## config.mk

```make
export PLATFORM = sky130hd
export DESIGN_NAME = lab4_g41_p5_alu_arb
export DESIGN_NICKNAME = d
export VERILOG_FILES = /design/src/rtl/lab4_g41_alu_pkg.sv /design/src/rtl/lab4_g41_p4_alu.sv /design/src/rtl/lab4_g41_p5_alu_arb.sv
export SDC_FILE = /design/constraint.sdc
export NUM_CORES = 1
export LEC_CHECK = 0
export CAP_MARGIN = 20
export CORE_UTILIZATION = 36
export CTS_CLUSTER_SIZE = 24
export DETAILED_ROUTE_END_ITERATION = 10
export SETUP_SLACK_MARGIN = 0.3
export SYNTH_ARGS = -nofsm -noshare
export SYNTH_HDL_FRONTEND = slang
export SYNTH_SLANG_ARGS = --single-unit
```

## constraint.sdc

```tcl
create_clock -name clk -period 5.5 [get_ports clk]
set_input_delay 0.55 -clock clk [delete_from_list [all_inputs] [get_ports clk]]
set_output_delay 0.55 -clock clk [all_outputs]
set_load 0.02 [all_outputs]
```

## src/rtl/lab4_g41_alu_pkg.sv

```systemverilog
// Shared types and constants for the two-requester ALU arbiter slice.
// Holds the ALU latency, the opcode map, the requester id type, the tag
// carried alongside each in-flight operation, and the ALU request/response
// structs.
package lab4_g41_alu_pkg;

   localparam int ALU_LAT = 2;   // operand register + result register
   localparam int DATA_W  = 32;
   localparam int NUM_REQ = 2;

   localparam logic [3:0] ALU_ADD = 4'b0000;
   localparam logic [3:0] ALU_SUB = 4'b0001;
   localparam logic [3:0] ALU_AND = 4'b0010;
   localparam logic [3:0] ALU_OR  = 4'b0011;
   localparam logic [3:0] ALU_XOR = 4'b0100;
   localparam logic [3:0] ALU_SLL = 4'b0101;
   localparam logic [3:0] ALU_SRL = 4'b0110;
   localparam logic [3:0] ALU_SRA = 4'b0111;

   typedef logic [0:0] req_id_t;

   typedef struct packed {
      logic    valid;
      req_id_t id;
   } tag_t;

   typedef struct packed {
      logic [DATA_W-1:0] a;
      logic [DATA_W-1:0] b;
      logic [3:0]        op;
   } alu_req_t;

   typedef struct packed {
      logic [DATA_W-1:0] s;
      logic              n;
      logic              z;
      logic              v;
      logic              c;
      logic              hata;   // opcode not recognised
   } alu_rsp_t;

   // Opcodes 0..7 are defined; anything above raises hata.
   function automatic logic op_legal(input logic [3:0] op);
      return (op <= ALU_SRA);
   endfunction

endpackage

```

## src/rtl/lab4_g41_p4_alu.sv

```systemverilog
// Two-stage registered ALU: operands are captured on one edge, the result
// and flags on the next, so an op presented in cycle T appears at T+2.
// Data registers have no reset; the owner qualifies the outputs.
// Ports:
//   clk    - clock
//   req_i  - operands and opcode (zero when idle)
//   rsp_o  - registered result and flags {s, n, z, v, c, hata}
// SUB sets c as the carry out of a + ~b + 1 (c=1 means no borrow).
module lab4_g41_p4_alu
   import lab4_g41_alu_pkg::*;
(
   input  logic     clk,
   input  alu_req_t req_i,
   output alu_rsp_t rsp_o
);

   alu_req_t          req_q;
   alu_rsp_t          rsp_d, rsp_q;
   logic              is_sub;
   logic [DATA_W-1:0] b_x;
   logic [DATA_W:0]   sum;

   always_ff @(posedge clk) begin
      req_q <= req_i;
      rsp_q <= rsp_d;
   end

   always_comb begin
      is_sub = (req_q.op == ALU_SUB);
      b_x    = is_sub ? ~req_q.b : req_q.b;
      sum    = {1'b0, req_q.a} + {1'b0, b_x} + {{DATA_W{1'b0}}, is_sub};
      rsp_d  = '0;
      case (req_q.op)
         ALU_ADD, ALU_SUB: begin
            rsp_d.s = sum[DATA_W-1:0];
            rsp_d.c = sum[DATA_W];
            // Signed overflow: both addends agree in sign, result does not.
            rsp_d.v = (req_q.a[DATA_W-1] == b_x[DATA_W-1]) &&
                      (sum[DATA_W-1] != req_q.a[DATA_W-1]);
         end
         ALU_AND: rsp_d.s = req_q.a & req_q.b;
         ALU_OR:  rsp_d.s = req_q.a | req_q.b;
         ALU_XOR: rsp_d.s = req_q.a ^ req_q.b;
         ALU_SLL: rsp_d.s = req_q.a << req_q.b[4:0];
         ALU_SRL: rsp_d.s = req_q.a >> req_q.b[4:0];
         ALU_SRA: rsp_d.s = DATA_W'($signed(req_q.a) >>> req_q.b[4:0]);
         default: rsp_d.hata = 1'b1;
      endcase
      if (op_legal(req_q.op)) begin
         rsp_d.n = rsp_d.s[DATA_W-1];
         rsp_d.z = (rsp_d.s == '0);
      end
   end

   assign rsp_o = rsp_q;

endmodule

```

## src/rtl/lab4_g41_p5_alu_arb.sv

```systemverilog
// Two requesters sharing one 2-cycle ALU. A combinational arbiter grants at
// most one requester per cycle, the granted operands feed the ALU that same
// cycle, and a {valid,id} tag pipeline of ALU_LAT stages steers the result
// back as a one-cycle rspX_valid pulse. Saturating per-requester counters
// track accepted operations.
// Configuration macro ALU_ARB_PRIO_EN: defined -> fixed priority to
// requester 0; undefined -> round-robin with a last-granted pointer.
// Ports:
//   clk, rst                 - clock, async active-high reset
//   reqX_valid/ready         - request handshake (ready is the grant)
//   reqX_a, reqX_b, reqX_op  - operands and opcode
//   rsp0_valid, rsp1_valid   - result pulse to the owning requester
//   rsp_s, rsp_n/z/v/c/hata  - shared result and flags
//   cnt0, cnt1               - saturating accepted-op counters
//   busy                     - any op still in the tag pipeline
module lab4_g41_p5_alu_arb
   import lab4_g41_alu_pkg::*;
#(
   parameter int CNT_W = 16
) (
   input  logic              clk,
   input  logic              rst,
   input  logic              req0_valid,
   input  logic              req1_valid,
   output logic              req0_ready,
   output logic              req1_ready,
   input  logic [DATA_W-1:0] req0_a,
   input  logic [DATA_W-1:0] req0_b,
   input  logic [DATA_W-1:0] req1_a,
   input  logic [DATA_W-1:0] req1_b,
   input  logic [3:0]        req0_op,
   input  logic [3:0]        req1_op,
   output logic              rsp0_valid,
   output logic              rsp1_valid,
   output logic [DATA_W-1:0] rsp_s,
   output logic              rsp_n,
   output logic              rsp_z,
   output logic              rsp_v,
   output logic              rsp_c,
   output logic              rsp_hata,
   output logic [CNT_W-1:0]  cnt0,
   output logic [CNT_W-1:0]  cnt1,
   output logic              busy
);

   logic [NUM_REQ-1:0] vld, grant, grant_raw;

   assign vld = {req1_valid, req0_valid};

   // ---------------- arbitration ----------------
`ifdef ALU_ARB_PRIO_EN
   always_comb begin
      grant_raw    = '0;
      grant_raw[0] = vld[0];
      grant_raw[1] = vld[1] & ~vld[0];
   end
`else
   // ptr_q remembers the last winner; on contention the other one wins.
   req_id_t ptr_q, ptr_d;

   always_comb begin
      if (&vld) grant_raw = ptr_q[0] ? 2'b01 : 2'b10;
      else      grant_raw = vld;
      ptr_d = ptr_q;
      if (|grant_raw) ptr_d = req_id_t'(grant_raw[1]);
   end

   always_ff @(posedge clk or posedge rst) begin
      if (rst) ptr_q <= req_id_t'(1'b1);
      else     ptr_q <= ptr_d;
   end
`endif

   // No grants while reset is held, even if a requester is already valid.
   assign grant      = rst ? '0 : grant_raw;
   assign req0_ready = grant[0];
   assign req1_ready = grant[1];

   // ---------------- shared ALU ----------------
   alu_req_t alu_req;
   alu_rsp_t alu_rsp;

   always_comb begin
      alu_req = '0;
      if (grant[0]) begin
         alu_req.a  = req0_a;
         alu_req.b  = req0_b;
         alu_req.op = req0_op;
      end else if (grant[1]) begin
         alu_req.a  = req1_a;
         alu_req.b  = req1_b;
         alu_req.op = req1_op;
      end
   end

   lab4_g41_p4_alu u_alu (
      .clk   (clk),
      .req_i (alu_req),
      .rsp_o (alu_rsp)
   );

   assign rsp_s    = alu_rsp.s;
   assign rsp_n    = alu_rsp.n;
   assign rsp_z    = alu_rsp.z;
   assign rsp_v    = alu_rsp.v;
   assign rsp_c    = alu_rsp.c;
   assign rsp_hata = alu_rsp.hata;

   // ---------------- tag pipeline ----------------
   // Stage i holds the tag of the op issued i cycles ago; stage ALU_LAT
   // lines up with the ALU result register.
   tag_t                 tag_in;
   tag_t [ALU_LAT:1]     tag_q, tag_d;

   assign tag_in.valid = |grant;
   assign tag_in.id    = req_id_t'(grant[1]);
   assign tag_d        = {tag_q[ALU_LAT-1:1], tag_in};

   always_ff @(posedge clk or posedge rst) begin
      if (rst) tag_q <= '0;
      else     tag_q <= tag_d;
   end

   assign rsp0_valid = tag_q[ALU_LAT].valid & ~tag_q[ALU_LAT].id[0];
   assign rsp1_valid = tag_q[ALU_LAT].valid &  tag_q[ALU_LAT].id[0];

   always_comb begin
      busy = 1'b0;
      for (int i = 1; i <= ALU_LAT; i++) busy = busy | tag_q[i].valid;
   end

   // ---------------- saturating counters ----------------
   logic [NUM_REQ-1:0][CNT_W-1:0] cnt_q, cnt_d;

   for (genvar r = 0; r < NUM_REQ; r++) begin : g_cnt
      always_comb begin
         cnt_d[r] = cnt_q[r];
         if (grant[r] && (cnt_q[r] != '1)) cnt_d[r] = cnt_q[r] + CNT_W'(1);
      end

      always_ff @(posedge clk or posedge rst) begin
         if (rst) cnt_q[r] <= '0;
         else     cnt_q[r] <= cnt_d[r];
      end
   end

   assign cnt0 = cnt_q[0];
   assign cnt1 = cnt_q[1];

endmodule
```

==> run metrics <==
busiest grt layer met2; #FFs+latches synth 142; Slew @ Worst Pin 1.20 ns; Synth top cells by count nand2_1, dfxtp_1, ha_1, nor2_1, a21oi_1; Cell Area, Synth 12,700 µm²; first-pass GRT wire length 80.0 mm; Worst Clk Skew 0.00750 ns; yosys warns 0; Fillers 3,365; Peak Freq 215 MHz; Mapped Avg Cell Area 8.61 µm²; TritonRoute pass-1 iters 6; Ports 214; Std-Cell Rows 68; status complete, no violations; Max-cap violations 0; CP arrival 5.01 ns; Routed WL 53.9 mm; Critical Path Start Type flip-flop; met3 usage 7.05%; Sink Count 142; most frequent CP cell xnor2_1; # DRC 0; pwr/cell area 275 nW/µm²; CTS clk-pin slew, worst paths 0.06 ns; Placer Congestion 1.01; library cells used by synthesis 86; vias per cell 6.21; Gate Count Post-Synth 1,478; layout cell share with drive strength beyond 1 10.8%; Tmin final 4.64 ns; post-CTS sizing 0; post-synth top area cell dfxtp_1; GRT Total Usage 29.9%; top-count cell post-synth nand2_1; top cells by area, synth dfxtp_1, ha_1, mux4_2, dfrtp_1, a22o_1; GRT overflow 0; Critical Path RT 5.87 ns; Final Hold Viols 0; CP top delay family compound AO/OA/AOI/OAI gates; sequential area share after synthesis 23.8%; Synth top area share 16.5%; worst setup margin 0.859 ns; clock tree from TritonCTS built; Leakage 0.00631 µW; TNS Setup 0 ns; Peak VDD IR 239 µV; met2 usage 46.1%; vias in the first global route 12,700; post-DP HPWL 39.9 mm; CP peak stage delay 0.69 ns; area of the multi-input gates 8990 µm²; worst hold path class flip-flop to flip-flop; Area Overhead vs Synth 25.6%; flop-to-flop setup slack 0.86 ns; Core Area 34,600 µm²; GR Util met1 38.0%; CTS root buf clkbuf_16; CP Cell Sequence inv_1 -> xnor2_1 -> ha_1 -> a31o_2 -> a221oi_2 -> o31a_1 -> o21ai_0 -> a21oi_1 -> o41ai_1 -> xnor2_1 -> o211ai_1 -> or4b_2 -> nor4_2; Post-Layout Inst Area 16,000 µm²; IO Port Bufs 213; Die Wd 190 µm; final setup fails 0; Inserted Clock Buffers 17; NumNets Final 1,890; RSZ-0062 raised after global routing no; CTS Buffer Depth 2; vias 13,100; initial antenna violation count 1; CTS Hold Buffers Added 0; ys async rst share 26.1%; placed instance area 15,400 µm²; Die Span Y 190 µm; FF/Latch Area 3040 µm²; CP bufs+invs 1; Period Utilization, post-route 84.4%; Place WS 0.933 ns; Initial Utilization 36.7%; ys flop type dfxtp_1; die area 36,100 µm²; Critical-path top delay cell or4b_2; CP endpoint kind flip-flop; CP Class flip-flop to flip-flop; Post-synth EDFFs 0; Max-Slew Margin vs Limit 19.2%; post-route ant nets 0; CP Max Fanout 34; Avg WL per Cell 25.5 µm; worst skew pair latency 0.45 ns; post-CTS setup buffer count 0; Synthesized Nets 1,722; initial DRC count 1,434; H-tree depth 4; largest net degree at the start of global routing 65; Slew Viols, Final 0
area by class of cell:
| cell class | instances | share of cell area (%) |
|---|---|---|
| clock buffers | 19 | 2.71 |
| repair buffers | 257 | 15.6 |
| multi-input cells | 1151 | 56.3 |
| inverters | 77 | 1.81 |
| flip-flops and latches | 142 | 19.0 |
| clock inverters | 13 | 1.00 |
| well taps | 455 | 3.56 |
| diodes | 1 | 0.0157 |
worst reg2reg max path: cells and delay by family (launching register included):
kind / cells / cell delay (ns)
buffers and inverters: 1 / 0.28
xor gates and xnor gates: 2 / 0.47
AOI/OAI and AO/OA: 7 / 1.96
adders and majority gates: 1 / 0.29
DFF: 1 / 0.63
and+or+nand+nor: 2 / 0.93
report_power, final:
group	internal, µW	switching (µW)
clock network	714	496
logic	787	1040
registers	1190	174
cells by family (layout without fill, tap and decap cells):
kind of cell / Yosys count / after routing / share of synthesized area [%]
AOI/OAI and AO/OA: 420 / 420 / 23.6
adders and majority gates: 104 / 104 / 10.3
DFF: 142 / 142 / 23.8
and+or+nand+nor: 426 / 426 / 16.7
other: 0 / 1 / 0
buffers and inverters: 185 / 366 / 5.91
xor gates and xnor gates: 74 / 74 / 5.09
muxes: 127 / 127 / 14.6
registers in the layout, summed over array words and instances, names as in the netlist:
| name | count |
|---|---|
| tag_q | 2 |
| cnt1 | 16 |
| u_alu.req_q | 68 |
| ptr_q | 1 |
| u_alu.rsp_o | 37 |
| cnt0 | 16 |
| tag_d | 2 |
cell usage in the layout, fill, tap and decap left out, types with 13 or more instances in the layout:
| cell type | netlist | layout |
|---|---|---|
| dfrtp_1 | 36 | 36 |
| clkbuf_16 | 0 | 17 |
| a22oi_1 | 24 | 24 |
| a211oi_1 | 18 | 18 |
| a21oi_1 | 82 | 82 |
| nand2b_1 | 16 | 16 |
| nand2_1 | 129 | 129 |
| ha_1 | 103 | 103 |
| mux2_2 | 26 | 26 |
| nand4_1 | 21 | 21 |
| xnor2_1 | 61 | 61 |
| and3_1 | 17 | 15 |
| buf_4 | 8 | 40 |
| nor3_1 | 20 | 19 |
| xor2_1 | 13 | 13 |
| inv_1 | 74 | 74 |
| clkdlybuf4s50_1 | 0 | 213 |
| a22o_1 | 71 | 71 |
| mux4_2 | 44 | 44 |
| mux2i_1 | 57 | 57 |
| nand3_1 | 41 | 41 |
| o211ai_1 | 28 | 28 |
| nor2_1 | 98 | 98 |
| o21ai_0 | 64 | 64 |
| dfxtp_1 | 105 | 101 |
| a221oi_1 | 14 | 14 |
worst paths after layout:
check                            endpoint  cells after the start           start
setup / recovery           u_alu.rsp_o[3]                     13  u_alu.req_q[5]
hold / removal                   tag_q[2]                      0        tag_d[2]
setup reg to reg           u_alu.rsp_o[3]                     13  u_alu.req_q[5]
hold reg to reg                  tag_q[2]                      0        tag_d[2]
max in group asynchronous        tag_q[3]                      3             rst
min in group asynchronous         cnt1[2]                      2             rst
through the flow:
step,total power (µW),utilization [%],hold slack (ns),cells
floorplan,2390,-,0.331,1478
finish,4400,46.1,0.358,2115
detailed placement,3160,44.4,0.338,2080
global route,4590,46.1,0.369,2114
CTS,4380,46.1,0.354,2112
global placement,3140,44.3,0.333,2078
metal layers:
| layer | share of wire, % | wire, µm |
|---|---|---|
| met1 | 41 | 22100 |
| met2 | 44 | 23700 |
| met3 | 9.3 | 5000 |
| met4 | 5.8 | 3120 |
| met5 | 0 | 0 |
No activity file was read; power rests on OpenSTA's default activity.
